[src/rtl/coord_entry_pkg.sv]
// -----------------------------------------------------------------------------
// coord_entry_pkg
// Shared types for the player coordinate-entry stage.
//   entry_state_t : FSM states (EDIT -> FIRE -> HOLD -> EDIT)
//   coord_t       : 4-bit cursor coordinate
//   inc_coord()   : wrapping cursor increment
// -----------------------------------------------------------------------------
package coord_entry_pkg;

    typedef enum logic [1:0] {EDIT, FIRE, HOLD} entry_state_t;

    typedef logic [3:0] coord_t;

    // Anything at or above the limit wraps to 0. This also recovers a
    // coordinate that somehow ended up out of range.
    function automatic coord_t inc_coord(input coord_t c, input coord_t max_c);
        return (c >= max_c) ? coord_t'(0) : c + coord_t'(1);
    endfunction

endpackage

[src/rtl/coord_entry_btn_debounce.sv]
// -----------------------------------------------------------------------------
// btn_debounce
// Conditions one raw asynchronous push-button:
//   2-FF synchronizer -> counter debouncer -> registered rising-edge detector.
// Ports:
//   clk     in  system clock, rising edge
//   reset   in  asynchronous active-low reset
//   btn_raw in  raw button input (asynchronous)
//   level   out debounced button level
//   rise    out one-cycle pulse per debounced 0->1 transition
// -----------------------------------------------------------------------------
module btn_debounce #(
    parameter int DEBOUNCE_CNT = 1_000_000
) (
    input  logic clk,
    input  logic reset,
    input  logic btn_raw,
    output logic level,
    output logic rise
);

    localparam int CW = $clog2(DEBOUNCE_CNT + 1);
    localparam logic [CW-1:0] LAST = CW'(DEBOUNCE_CNT - 1);

    logic          sync1_reg;
    logic          sync2_reg;
    logic          level_reg;
    logic          level_d_reg;
    logic          rise_reg;
    logic [CW-1:0] cnt_reg;

    always_ff @(posedge clk or negedge reset) begin
        if (!reset) begin
            sync1_reg   <= 1'b0;
            sync2_reg   <= 1'b0;
            level_reg   <= 1'b0;
            level_d_reg <= 1'b0;
            rise_reg    <= 1'b0;
            cnt_reg     <= '0;
        end else begin
            sync1_reg   <= btn_raw;
            sync2_reg   <= sync1_reg;
            level_d_reg <= level_reg;
            // Registered edge so the total press latency is DEBOUNCE_CNT + 3.
            rise_reg    <= level_reg & ~level_d_reg;
            if (sync2_reg == level_reg) begin
                // Any return to the settled level restarts the stability count.
                cnt_reg <= '0;
            end else if (cnt_reg == LAST) begin
                // This is the DEBOUNCE_CNT-th consecutive differing cycle.
                level_reg <= sync2_reg;
                cnt_reg   <= '0;
            end else begin
                cnt_reg <= cnt_reg + 1'b1;
            end
        end
    end

    assign level = level_reg;
    assign rise  = rise_reg;

endmodule

[src/rtl/coord_entry.sv]
// -----------------------------------------------------------------------------
// coord_entry
// Player coordinate-entry stage. Four debounced buttons step a 4-bit X/Y
// cursor; confirm issues a one-cycle k_r pulse and freezes the cursor until
// game control pulses release_lock.
// Ports:
//   clk          in  system clock, rising edge
//   reset        in  asynchronous active-low reset
//   btn_x        in  raw increment-X button
//   btn_y        in  raw increment-Y button
//   btn_clr      in  raw clear-cursor button
//   btn_ok       in  raw confirm button
//   release_lock in  one-cycle pulse ending HOLD
//   x_out        out current/frozen X coordinate
//   y_out        out current/frozen Y coordinate
//   k_r          out one-cycle ready pulse (state FIRE)
//   locked       out high while in HOLD
// -----------------------------------------------------------------------------
module coord_entry
    import coord_entry_pkg::*;
#(
    parameter int     DEBOUNCE_CNT = 1_000_000,
    parameter coord_t MAX_COORD    = 4'd9
) (
    input  logic       clk,
    input  logic       reset,
    input  logic       btn_x,
    input  logic       btn_y,
    input  logic       btn_clr,
    input  logic       btn_ok,
    input  logic       release_lock,
    output logic [3:0] x_out,
    output logic [3:0] y_out,
    output logic       k_r,
    output logic       locked
);

    // Button index order: 0 = X, 1 = Y, 2 = clr, 3 = ok.
    logic [3:0] btn_raw_vec;
    logic [3:0] rise_vec;
    // Debounced levels are not needed by this stage; only edges drive the FSM.
    logic [3:0] levels_unused;

    assign btn_raw_vec = {btn_ok, btn_clr, btn_y, btn_x};

    genvar gi;
    generate
        for (gi = 0; gi < 4; gi++) begin : g_btn
            btn_debounce #(
                .DEBOUNCE_CNT(DEBOUNCE_CNT)
            ) u_btn (
                .clk    (clk),
                .reset  (reset),
                .btn_raw(btn_raw_vec[gi]),
                .level  (levels_unused[gi]),
                .rise   (rise_vec[gi])
            );
        end
    endgenerate

    entry_state_t state_reg, state_next;
    coord_t       x_reg, x_next;
    coord_t       y_reg, y_next;
    logic         k_r_reg;
    logic         locked_reg;

    always_ff @(posedge clk or negedge reset) begin
        if (!reset) begin
            state_reg  <= EDIT;
            x_reg      <= '0;
            y_reg      <= '0;
            k_r_reg    <= 1'b0;
            locked_reg <= 1'b0;
        end else begin
            state_reg  <= state_next;
            x_reg      <= x_next;
            y_reg      <= y_next;
            k_r_reg    <= (state_next == FIRE);
            locked_reg <= (state_next == HOLD);
        end
    end

    always_comb begin
        state_next = state_reg;
        x_next     = x_reg;
        y_next     = y_reg;
        unique case (state_reg)
            EDIT: begin
                // Priority: clr > ok > increments (X and Y may both apply).
                if (rise_vec[2]) begin
                    x_next = '0;
                    y_next = '0;
                end else if (rise_vec[3]) begin
                    state_next = FIRE;
                end else begin
                    if (rise_vec[0]) x_next = inc_coord(x_reg, MAX_COORD);
                    if (rise_vec[1]) y_next = inc_coord(y_reg, MAX_COORD);
                end
            end
            FIRE: state_next = HOLD;
            HOLD: begin
                // Button edges are dropped here; debouncers keep tracking so a
                // button still held at release cannot produce a fresh edge.
                if (release_lock) state_next = EDIT;
            end
            default: state_next = EDIT;
        endcase
    end

    assign x_out  = x_reg;
    assign y_out  = y_reg;
    assign k_r    = k_r_reg;
    assign locked = locked_reg;

endmodule

[config.mk]
export PLATFORM = sky130hd
export DESIGN_NAME = coord_entry
export DESIGN_NICKNAME = d
export VERILOG_FILES = /design/src/rtl/coord_entry_pkg.sv /design/src/rtl/coord_entry_btn_debounce.sv /design/src/rtl/coord_entry.sv
export SDC_FILE = /design/constraint.sdc
export NUM_CORES = 1
export LEC_CHECK = 0
export BUFFER_PORTS_ARGS = -buffer_cell sky130_fd_sc_hd__buf_4
export CORE_UTILIZATION = 40
export DETAILED_ROUTE_END_ITERATION = 12
export HOLD_SLACK_MARGIN = 0.03
export PLACE_DENSITY = 0.51
export SLEW_MARGIN = 20
export SYNTH_ARGS = -nofsm -noshare
export SYNTH_HDL_FRONTEND = slang
export SYNTH_SLANG_ARGS = --single-unit
[constraint.sdc]
create_clock -name clk -period 2.7 [get_ports clk]
set_clock_uncertainty 0.2 [all_clocks]
set_input_delay 0.135 -clock clk [delete_from_list [all_inputs] [get_ports clk]]
set_output_delay 0.135 -clock clk [all_outputs]
set_load 0.05 [all_outputs]
==> flow_summary.ini <==
[setup_path]
cp.required_ns = 2.77
crit_fanout = 8
worstPathArrival_ns = 2.24
rrSetupSlack_ns = 0.53
worstSetupStartpointType = flop
critical_path_class = flop to flop
end_kind = flop

[global_route]
grt_max_degree = 113
grt_pass1_wl_um = 16600
overflow = 0
antenna_found_initial = 0
first_global_vias = 3576
track_usage_pct = 15.7

[drt]
drtIter0Drc = 168
drt_first_pass_iters = 4
wire_per_inst_um = 13.1
vias = 3758
ant_nets = 0
drt_wl_total_um = 9460
drc_errors = 0
via_per_inst = 5.21

[synth]
synth_most_common_cell = dfrtp_1
synth_cells = 519
synth_top_area_share_pct = 53.2
syn_nets = 536
synth-async-reset-ratio_pct = 100
synth.distinct_cells = 43
ys_ff_latch = 112
synth_area_leader_cell = dfrtp_1
avgSynthCellArea_um2 = 10.1
synth_commonest_cells = 112 x dfrtp_1, 64 x nor2_1, 32 x nand2_1, 31 x nand3_1, 30 x xnor2_1
ys_warn_count = 0
yosys_most_used_dff = dfrtp_1
synth.yosys.seq_area_share_pct = 53.2
synth_edf_count = 0
synth_area_um2 = 5270
synth_area_leaders = dfrtp_1 53%, xnor2_1 5.0%, nor2_1 4.6%

[sta]
rsz0062_at_grt = false
hold_viol_final = 0
max-slew-margin-rel_pct = 59.6
setup_viol = 0
period_share_pct = 80.3
layout_min_cycle_time_ns = 2.17
tightest_slew_ns = 0.601
drv_slew = 0
fin_tns_setup_ns = 0
max_freq_ghz = 0.461

[place]
gp_congestion = 0.776
port_buffers = 16
postPlaceCellArea_um2 = 5620
place_hpwl_um = 6340
placed_cells = 700

[clocking]
numCtsBuffers = 9
insertion_delay_ns = 0.35
cts_tree = yes
cts.path.max_buffers = 2
clock_sinks = 112
cts_setup_buffers = 0
cts_max_level = 3
clk_pin_slew_ns = 0.07
cts-root-buf = clkbuf_16

[finish]
instances_no_fill = 721
fillers = 1251
layout-drive-gt1-share_pct = 8.93
fin_area_um2 = 6000
largest_reg_flops = 80
syn2layout_area_growth_pct = 13.9
nNetsFinal = 562
antenna_cells = 0

[power_and_ir_drop]
vdd_ir_drop_max_mv = 0.393
power.density_nw_per_um2 = 543
p_leak_nw = 2.51

[hold_path]
worstHoldPathType = flop to flop

[floorplan]
die_h_um = 117
die_x_um = 117
dieArea_um2 = 13600
rows = 41
core-area_um2 = 12700
initial_core_util_pct = 41.4
io_pins = 17

[run_status]
outcome = complete, no violations

[flow_run]
drv_cap = 0
-- stage by stage --
step	setup slack, ns	utilization [%]	hold WS (ns)	power, W
after detailed placement	0.552	44.2	0.0456	0.00185
after CTS	0.536	47.2	0.157	0.00333
after global routing	0.379	47.2	0.164	0.00340
after floorplan	0.579	-	-0.361	0.00179
final	0.531	47.2	0.150	0.00326
after global placement	0.611	44.2	0.0442	0.00185
-- cell type report --
class | instances | area, µm² | share of cell area, %
Multi-Input combinational cell | 370 | 2330 | 38.8
Clock buffer | 12 | 256 | 4.28
Clock inverter | 3 | 65.1 | 1.08
Sequential cell | 112 | 2800 | 46.7
Tap cell | 172 | 215 | 3.59
Inverter | 23 | 86.3 | 1.44
Timing Repair Buffer | 29 | 245 | 4.09
-- cells by family after synthesis --
family | Yosys count | share of synthesized area, %
simple gates | 238 | 24.1
flops | 112 | 53.2
compound gates | 61 | 7.22
xor+xnor | 55 | 9.14
buf+inv | 37 | 2.68
fa+ha+maj | 10 | 2.38
mux | 6 | 1.28
-- repair_timing --
action	in CTS	in global routing
gates resized for setup	0	0
hold endpoints to repair	118	0
hold buffers	6	0
-- worst max-delay path: stages (launching register included) --
cell and delay (ns):
dfrtp_1 0.43, nand3_2 0.13, or4_1 0.65, or4_1 0.51
a21oi_1 0.16
-- report_power, final --
part,switching [W],total [W],internal (W),leakage (nW)
clock,0.000575,0.00143,0.000858,0.159
sequential,0.0000187,0.00172,0.00170,1.54
combinational,0.0000708,0.000108,0.0000372,0.815
total,0.000664,0.00326,0.00259,2.51
-- final timing paths --
| path | start | endpoint | cells after the start |
|---|---|---|---|
| max | g_btn[2].u_btn.cnt_reg[7]$_DFF_PN0_ | g_btn[2].u_btn.cnt_reg[18]$_DFF_PN0_ | 4 |
| min | g_btn[2].u_btn.sync1_reg$_DFF_PN0_ | g_btn[2].u_btn.sync2_reg$_DFF_PN0_ | 0 |
| max in group asynchronous | reset | g_btn[0].u_btn.cnt_reg[19]$_DFF_PN0_ | 3 |
| min in group asynchronous | reset | g_btn[2].u_btn.cnt_reg[15]$_DFF_PN0_ | 3 |
| min reg2reg | g_btn[2].u_btn.sync1_reg$_DFF_PN0_ | g_btn[2].u_btn.sync2_reg$_DFF_PN0_ | 0 |
| max reg2reg | g_btn[2].u_btn.cnt_reg[7]$_DFF_PN0_ | g_btn[2].u_btn.cnt_reg[18]$_DFF_PN0_ | 4 |
-- per-layer routing --
metal	up-vias	GRT usage, %	wire [µm]
met1	1831	20.6	4730
met5	-	0	0
met3	9	3.74	245
li1	1884	-	-
met4	0	5.57	138
met2	34	25.3	4340
-- cells in the final DEF, fill, tap and decap left out, drive strengths merged, types with 2 or more instances in the layout --
cell type and n:
or3b 2, o31ai 16, or2 3, nor4b 6, a21o 2, and2 4
and3 10, nand3 32, nor2 64, xnor2 30, xor2 25, buf 23
o21ai 14, or3 8, dfrtp 112, and4 6, o22a 2, dlygate4sd3 6
bufinv 2, a21oi 23, mux2 6, or4 13, nor4 14, a31o 2
nand4 20, nand2 32, nor3 12, clkbuf 12, inv 23, nor2b 7
ha 10
(Power assumes the default switching activity.)
